$ cat config.mk
export PLATFORM = sky130hd
export DESIGN_NAME = xup_inv_vector_pipe_flat
export DESIGN_NICKNAME = d
export VERILOG_FILES = /design/src/rtl/xup_inv_vector_pipe_pkg.sv /design/src/rtl/xup_inv_vector_pipe_if.sv /design/src/rtl/xup_inv_vector_pipe_stage.sv /design/src/rtl/xup_inv_vector_pipe.sv /design/src/flat_wrapper.sv
export SDC_FILE = /design/constraint.sdc
export NUM_CORES = 1
export LEC_CHECK = 0
export BUFFER_PORTS_ARGS = -buffer_cell sky130_fd_sc_hd__buf_2
export CORE_MARGIN = 5
export CORE_UTILIZATION = 41
export CTS_BUF_LIST = sky130_fd_sc_hd__clkbuf_4
export DETAILED_ROUTE_END_ITERATION = 6
export PLACE_DENSITY = 0.67
export SKIP_CTS_REPAIR_TIMING = 1
export SYNTH_ARGS = -nofsm -noshare
export SYNTH_HDL_FRONTEND = slang
export SYNTH_HIERARCHICAL = 1
export SYNTH_SLANG_ARGS = --single-unit
$ cat constraint.sdc
create_clock -name clk -period 6 [get_ports clk]
set_input_delay 1.2 -clock clk [delete_from_list [all_inputs] [get_ports clk]]
set_output_delay 1.2 -clock clk [all_outputs]
set_load 0.01 [all_outputs]
$ cat src/rtl/xup_inv_vector_pipe_pkg.sv
// Shared package for the xup_inv_vector_pipe block.
// Holds the default data width and pipeline depth, and the function that
// sizes the occupancy counter so that it can represent 0..DEPTH.
// Optional feature macro (used in the top): XUP_INV_MASK_EN.
package xup_inv_pkg;

    localparam int SIZE_DEF  = 8;
    localparam int DEPTH_DEF = 3;

    // Bits needed to count from 0 up to and including depth.
    function automatic int occ_w(input int depth);
        return $clog2(depth + 1);
    endfunction

endpackage

$ cat src/rtl/xup_inv_vector_pipe_if.sv
// Handshake/data bus of xup_inv_vector_pipe.
// Signals:
//   in_valid/in_ready/a         upstream valid-ready word
//   mask_load/mask_in           invert-mask update
//   out_valid/out_ready/y       downstream valid-ready word
//   occupancy                   number of occupied pipeline stages
// Modports: master = the side that feeds and drains the pipe,
//           slave  = the pipe itself.
interface xup_inv_vector_pipe_if
    import xup_inv_pkg::*;
#(
    parameter int SIZE  = SIZE_DEF,
    parameter int DEPTH = DEPTH_DEF
);
    localparam int OCC_W = occ_w(DEPTH);

    logic             in_valid;
    logic             in_ready;
    logic [SIZE-1:0]  a;
    logic             mask_load;
    logic [SIZE-1:0]  mask_in;
    logic             out_valid;
    logic             out_ready;
    logic [SIZE-1:0]  y;
    logic [OCC_W-1:0] occupancy;

    modport master (
        output in_valid, a, mask_load, mask_in, out_ready,
        input  in_ready, out_valid, y, occupancy
    );

    modport slave (
        input  in_valid, a, mask_load, mask_in, out_ready,
        output in_ready, out_valid, y, occupancy
    );

endinterface

$ cat src/rtl/xup_inv_vector_pipe_stage.sv
// xup_inv_stage: one elastic pipeline register (data + valid).
// Ports:
//   clk, reset     clock and synchronous active-high reset
//   in_vld_i       word offered by the previous stage (or upstream)
//   in_data_i      data of the offered word
//   nxt_rdy_i      next stage can take this stage's word this cycle
//   rdy_o          this stage can take a word this cycle
//   vld_o, data_o  registered valid and data of this stage
module xup_inv_stage #(
    parameter int SIZE = 8
) (
    input  logic            clk,
    input  logic            reset,
    input  logic            in_vld_i,
    input  logic [SIZE-1:0] in_data_i,
    input  logic            nxt_rdy_i,
    output logic            rdy_o,
    output logic            vld_o,
    output logic [SIZE-1:0] data_o
);
    logic            vld_q, vld_d;
    logic [SIZE-1:0] data_q, data_d;

    // Free slot, or the current word leaves in the same cycle.
    assign rdy_o = !vld_q || nxt_rdy_i;

    always_comb begin
        vld_d  = vld_q;
        data_d = data_q;
        if (rdy_o) begin
            vld_d = in_vld_i;
            // Data only moves with a real word so the output holds when idle.
            if (in_vld_i) begin
                data_d = in_data_i;
            end
        end
    end

    always_ff @(posedge clk) begin
        if (reset) begin
            vld_q  <= 1'b0;
            data_q <= '0;
        end else begin
            vld_q  <= vld_d;
            data_q <= data_d;
        end
    end

    assign vld_o  = vld_q;
    assign data_o = data_q;

endmodule

$ cat src/rtl/xup_inv_vector_pipe.sv
// xup_inv_vector_pipe: elastic DEPTH-stage pipeline whose captured words are
// a XOR mask. Ready propagates combinationally backwards through the stages,
// so a full pipe with out_ready=1 accepts and emits in the same cycle.
// Ports:
//   clk    sole clock
//   reset  synchronous active-high reset (clears stages, count, mask=all ones)
//   bus    xup_inv_vector_pipe_if.slave (handshakes, data, mask, occupancy)
// Macro XUP_INV_MASK_EN: when defined the mask is a register loaded by
// mask_load/mask_in; otherwise the mask is fixed all ones and mask_load/mask_in
// are ignored.
module xup_inv_vector_pipe
    import xup_inv_pkg::*;
#(
    parameter int SIZE  = SIZE_DEF,
    parameter int DEPTH = DEPTH_DEF
) (
    input  logic                 clk,
    input  logic                 reset,
    xup_inv_vector_pipe_if.slave bus
);
    localparam int OCC_W = occ_w(DEPTH);

    logic [SIZE-1:0]  mask;
    logic             stg_vld  [DEPTH];
    logic [SIZE-1:0]  stg_data [DEPTH];
    logic             stg_rdy  [DEPTH+1];
    logic             acc, emt;
    logic [OCC_W-1:0] count_q, count_d;

`ifdef XUP_INV_MASK_EN
    logic [SIZE-1:0] mask_q, mask_d;

    // A load on the accept edge only affects later words: stage 0 samples
    // a ^ mask_q before mask_q updates.
    always_comb begin
        mask_d = mask_q;
        if (bus.mask_load) begin
            mask_d = bus.mask_in;
        end
    end

    always_ff @(posedge clk) begin
        if (reset) begin
            mask_q <= '1;
        end else begin
            mask_q <= mask_d;
        end
    end

    assign mask = mask_q;
`else
    logic unused_mask;

    assign mask        = '1;
    assign unused_mask = ^{bus.mask_load, bus.mask_in};
`endif

    assign stg_rdy[DEPTH] = bus.out_ready;

    for (genvar k = 0; k < DEPTH; k++) begin : g_stage
        logic            in_vld;
        logic [SIZE-1:0] in_data;

        if (k == 0) begin : g_head
            assign in_vld  = bus.in_valid;
            assign in_data = bus.a ^ mask;
        end else begin : g_body
            assign in_vld  = stg_vld[k-1];
            assign in_data = stg_data[k-1];
        end

        xup_inv_stage #(.SIZE(SIZE)) u_stage (
            .clk       (clk),
            .reset     (reset),
            .in_vld_i  (in_vld),
            .in_data_i (in_data),
            .nxt_rdy_i (stg_rdy[k+1]),
            .rdy_o     (stg_rdy[k]),
            .vld_o     (stg_vld[k]),
            .data_o    (stg_data[k])
        );
    end

    assign acc = bus.in_valid & stg_rdy[0];
    assign emt = stg_vld[DEPTH-1] & bus.out_ready;

    always_comb begin
        count_d = count_q;
        if (acc && !emt) begin
            count_d = count_q + OCC_W'(1);
        end else if (!acc && emt) begin
            count_d = count_q - OCC_W'(1);
        end
    end

    always_ff @(posedge clk) begin
        if (reset) begin
            count_q <= '0;
        end else begin
            count_q <= count_d;
        end
    end

    assign bus.in_ready  = stg_rdy[0];
    assign bus.out_valid = stg_vld[DEPTH-1];
    assign bus.y         = stg_data[DEPTH-1];
    assign bus.occupancy = count_q;

endmodule

$ cat src/flat_wrapper.sv
// flat-port wrapper written by rule: the top's interface ports become plain ports
module xup_inv_vector_pipe_flat import xup_inv_pkg::*;
#(
    parameter int SIZE  = SIZE_DEF,
    parameter int DEPTH = DEPTH_DEF
)
  (clk, reset, bus_in_valid, bus_a, bus_mask_load, bus_mask_in, bus_out_ready, bus_in_ready, bus_out_valid, bus_y, bus_occupancy);
  xup_inv_vector_pipe_if #(.SIZE(SIZE), .DEPTH(DEPTH)) bus_i ();
  input  logic clk;
  input  logic reset;
  input wire logic [$bits(bus_i.in_valid)-1:0] bus_in_valid;
  input wire logic [$bits(bus_i.a)-1:0] bus_a;
  input wire logic [$bits(bus_i.mask_load)-1:0] bus_mask_load;
  input wire logic [$bits(bus_i.mask_in)-1:0] bus_mask_in;
  input wire logic [$bits(bus_i.out_ready)-1:0] bus_out_ready;
  output wire logic [$bits(bus_i.in_ready)-1:0] bus_in_ready;
  output wire logic [$bits(bus_i.out_valid)-1:0] bus_out_valid;
  output wire logic [$bits(bus_i.y)-1:0] bus_y;
  output wire logic [$bits(bus_i.occupancy)-1:0] bus_occupancy;
  assign bus_i.in_valid = bus_in_valid;
  assign bus_i.a = bus_a;
  assign bus_i.mask_load = bus_mask_load;
  assign bus_i.mask_in = bus_mask_in;
  assign bus_i.out_ready = bus_out_ready;
  assign bus_in_ready = bus_i.in_ready;
  assign bus_out_valid = bus_i.out_valid;
  assign bus_y = bus_i.y;
  assign bus_occupancy = bus_i.occupancy;
  xup_inv_vector_pipe #(.SIZE(SIZE), .DEPTH(DEPTH)) u_core (.clk(clk), .reset(reset), .bus(bus_i));
endmodule
## Yosys cells after proc, flatten, opt, wreduce, memory -nomap -nowiden

Cells that the tools add are included.

| word-level totals | value |
|---|---|
| flip-flop bits (word level) | 29 |
| input bits | 21 |
| output and inout port bits | 12 |

| operators by class | value |
|---|---|
| add/sub/neg operators | 2 |
| muxes and demuxes | 2 |
| bitwise gates (word level) | 3 |
| reduce and logical (&&, ||, !) cells | 14 |

Operators with widths:

| cell | count |
|---|---|
| inverter 8 bit | 1 |
| AND reduction 2 bit | 3 |
| logical NOT 1 bit | 5 |
| 2-to-1 mux 2 bit | 2 |
| logical OR 1 bit | 3 |
| adder 2 x 1 -> 2 bit (second input constant) | 1 |
| AND 1 bit | 2 |
| logical AND 1 bit | 2 |
| nonzero test 2 bit | 1 |
| subtractor 2 x 1 -> 2 bit (second input constant) | 1 |

## Logic depth before layout (Yosys ltp)

| logic depth | value |
|---|---|
| depth after elaboration | 9 |
| mapped depth | 14 |
| depth with buffers taken out | 8 |

## Modules after synthesis

Netlist, hierarchy kept.

Modules (own cells, without submodules):

| module | times used | cells each | area an instance (µm²) | sequential area each (µm²) |
|---|---|---|---|---|
| xup_inv_stage | 3 | 41 | 441.7 | 180.2 |
| xup_inv_vector_pipe | 1 | 19 | 130.1 | 40.0 |

## Worst setup path after synthesis

OpenSTA, ideal clock, no wires.

| path | value |
|---|---|
| path type | in2out |
| start | in bus_out_ready |
| end | out bus_in_ready |
| arrival | 2329 ps |
| data required time | 4800 ps |
| setup slack | 2471 ps |
| stages on the path | 9 |
| buffers on the path | 6 |
| path through | nand2b_4 -> buf_6 -> buf_6 -> nand2b_4 -> buf_6 -> buf_6 -> nand2b_4 -> buf_6 -> buf_6 |

RTL lines:

| element | line | source |
|---|---|---|
| from (decl) | flat_wrapper.sv:15 | `input wire logic [$bits(bus_i.out_ready)-1:0] bus_out_ready;` |
| to (decl) | flat_wrapper.sv:16 | `output wire logic [$bits(bus_i.in_ready)-1:0] bus_in_ready;` |

==> out/qor.yml <==
status: "complete, no violations"
synthSimpleGateAreaFrac_pct: 12.5
synth_top_area_share_pct: 39.9
globalRouteOverflowTotal: 0
async_flop_share_pct: 0
rsz0062_at_grt: "false"
max_cap_violations: 0
yosys_warnings: 6
crit_fanout: 19
cts.sinks: 29
timing.setup.tns_ps: 0
tightest_slew_ps: 746
wl_met1_mm: 1.27
synth-seq-cells: 29
synth-xor-area-share_pct: 1.20
cp.arrival_ps: 2270
final-setup-viol-count: 0
drc: 0
crit_chain: "buf_2, nand2b_4, nand2b_4, nand2b_4, buf_2"
dp_cells: 196
core_mm2: 0.00339
synth_top_family_by_area: "compound AO/OA/AOI/OAI gates"
wl_per_cell_um: 11.9
ir_drop_uv: 93.5
gr-usage-all-layers_pct: 10.9
netlist_instances: 142
ys_types: 16
cts_root_buf: "clkbuf_4"
die_x_um: 69.6
clkTransAtPathRegs_ps: 90
dp_slack_ps: 2530
synth.area.top_cells: "dfxtp_1 (40%), a21bo_1 (17%), a21oi_2 (14%), buf_6 (9.3%), nand3_1 (8.3%)"
critPathMostFrequentCell: "nand2b_4"
rows: 21
required_ps: 4800
htreeDepth: 2
dp_hpwl_mm: 1.56
crit_path_end_kind: "output port"
cpMaxStageDelayCell: "nand2b_4"
initial_core_util_pct: 42.9
io_buffers: 23
grt_pass1_wl_mm: 4.28
crit_path_start_kind: "input pin"
postSynthAreaPerCell_um2: 10.2
dr_wl_met3_um: 149
fmax_mhz: 288
drt_wl_total_mm: 2.43
post-route-period-util_pct: 57.9
p_leak_nw: 0.620
synth-adder-area-share_pct: 0.860
synth_area_mm2: 0.00146
drive_above_1_share_pct: 35.4
drtIter0Drc: 48
synth_edf_count: 0
synth_top_cell_by_area: "dfxtp_1"
min_period_ps: 3470
worst_clock_skew_ps: 3.83
total_power_uw: 344
dr.max_layer_used: "met4"
worst_slack_ps: 2530
first_global_vias: 927
area_growth_pct: 5.25
wl_met2_um: 975
holdWs_ps: 480
synthFlopType: "dfxtp_1"
numCtsBuffers: 5
die_area_mm2: 0.00484
post_drt_via_cell_ratio: 4.74
die_h_um: 69.6
diodes: 0
clk_path_buf_depth: 2
ant_nets: 0
syn_nets: 164
ios: 33
nets: 179
grt_max_degree: 30
cts_tree: "done"
p_per_area_mw_per_mm2: 225
synth_compound_area_share_pct: 32.7
ys_seq_area_share_pct: 39.9
cp_slowest_stage_delay_ps: 290
yosys-mux-area-fraction_pct: 0
finalNonFillerCells: 204
slew_viol_final: 0
routabilityCongestion: 0.674
crit_type: "input pin to output port"
hold_viol_final: 0
clock_latency_ps: 320
drt_first_pass_iters: 4
via_count: 967
antenna_found_initial: 0
slew_headroom_pct: 50.2
hold_class: "flop to flop"
-- metrics by stage --
stage / cell area [um2] / utilization (%)
after floorplan: 1460 / -
after global placement: 1480 / 43.7
after detailed placement: 1480 / 43.7
after CTS: 1530 / 45.2
after global routing: 1530 / 45.2
final: 1530 / 45.2
-- metal layers --
layer / vias up / track usage [%]
met5: - / 0
met4: 0 / 7.16
met1: 426 / 15.0
li1: 513 / -
met3: 5 / 3.77
met2: 23 / 14.0
-- where the power goes --
| part | internal (mW) | leakage [nW] | switching [mW] |
|---|---|---|---|
| registers | 0.199 | 0.236 | 0.00721 |
| clock network | 0.0422 | 0.0300 | 0.0636 |
| logic | 0.0147 | 0.353 | 0.0171 |
| total | 0.256 | 0.620 | 0.0878 |
-- cell type report --
cell class / instances / area [um2]
clock buffers: 5 / 37.5
clock inverters: 3 / 12.5
well taps: 46 / 57.6
multi-input cells: 87 / 687
flip-flops and latches: 29 / 581
inverters: 11 / 41.3
fillers: 326 / 1860
repair buffers: 23 / 115
-- cell usage after synthesis, types with 2 or more instances --
library cell,n
xor2_1,2
clkbuf_1,3
nand2b_4,3
a21oi_1,4
a21bo_1,24
buf_6,12
a21oi_2,24
nand3_1,24
inv_1,11
dfxtp_1,29
-- logic make-up after synthesis --
logic type      count (synthesis)
compound gates                 53
simple gates                   31
flops                          29
buf+inv                        26
xor+xnor                        2
fa+ha+maj                       1
-- worst max-delay path: cells and delay by family --
kind	cells	cell delay (ps)
buf+inv	2	300
simple gates	3	760
-- flip-flops by register name (all words and copies together), names as in the netlist --
signal	cells
u_core/g_stage.u_stage/data_o	24
u_core/g_stage.u_stage/vld_o	3
u_core/bus.occupancy	2
-- cell usage in the layout, fill, tap and decap left out, drive strengths merged --
cell / instances
dfxtp: 29
or3: 1
buf: 23
nand2b: 3
a21bo: 24
o21ai: 1
and2: 1
nand2: 1
ha: 1
a21oi: 28
xor2: 2
nor2: 1
inv: 11
clkbuf: 5
clkinv: 3
nand3: 24
-- final timing paths --
| check | startpoint | to | slack [ps] | depth (start not counted) |
|---|---|---|---|---|
| worst max register to register | u_core/g_stage[1].u_stage/vld_o | u_core/bus.occupancy[1] | 3660 | 6 |
| worst min-delay path | u_core/g_stage[0].u_stage/data_o[7] | u_core/g_stage[1].u_stage/data_o[7] | 480 | 2 |
| worst max-delay path | bus_out_ready | bus_in_ready | 2530 | 5 |
| worst min register to register | u_core/g_stage[0].u_stage/data_o[7] | u_core/g_stage[1].u_stage/data_o[7] | 480 | 2 |
(Power assumes the default switching activity.)
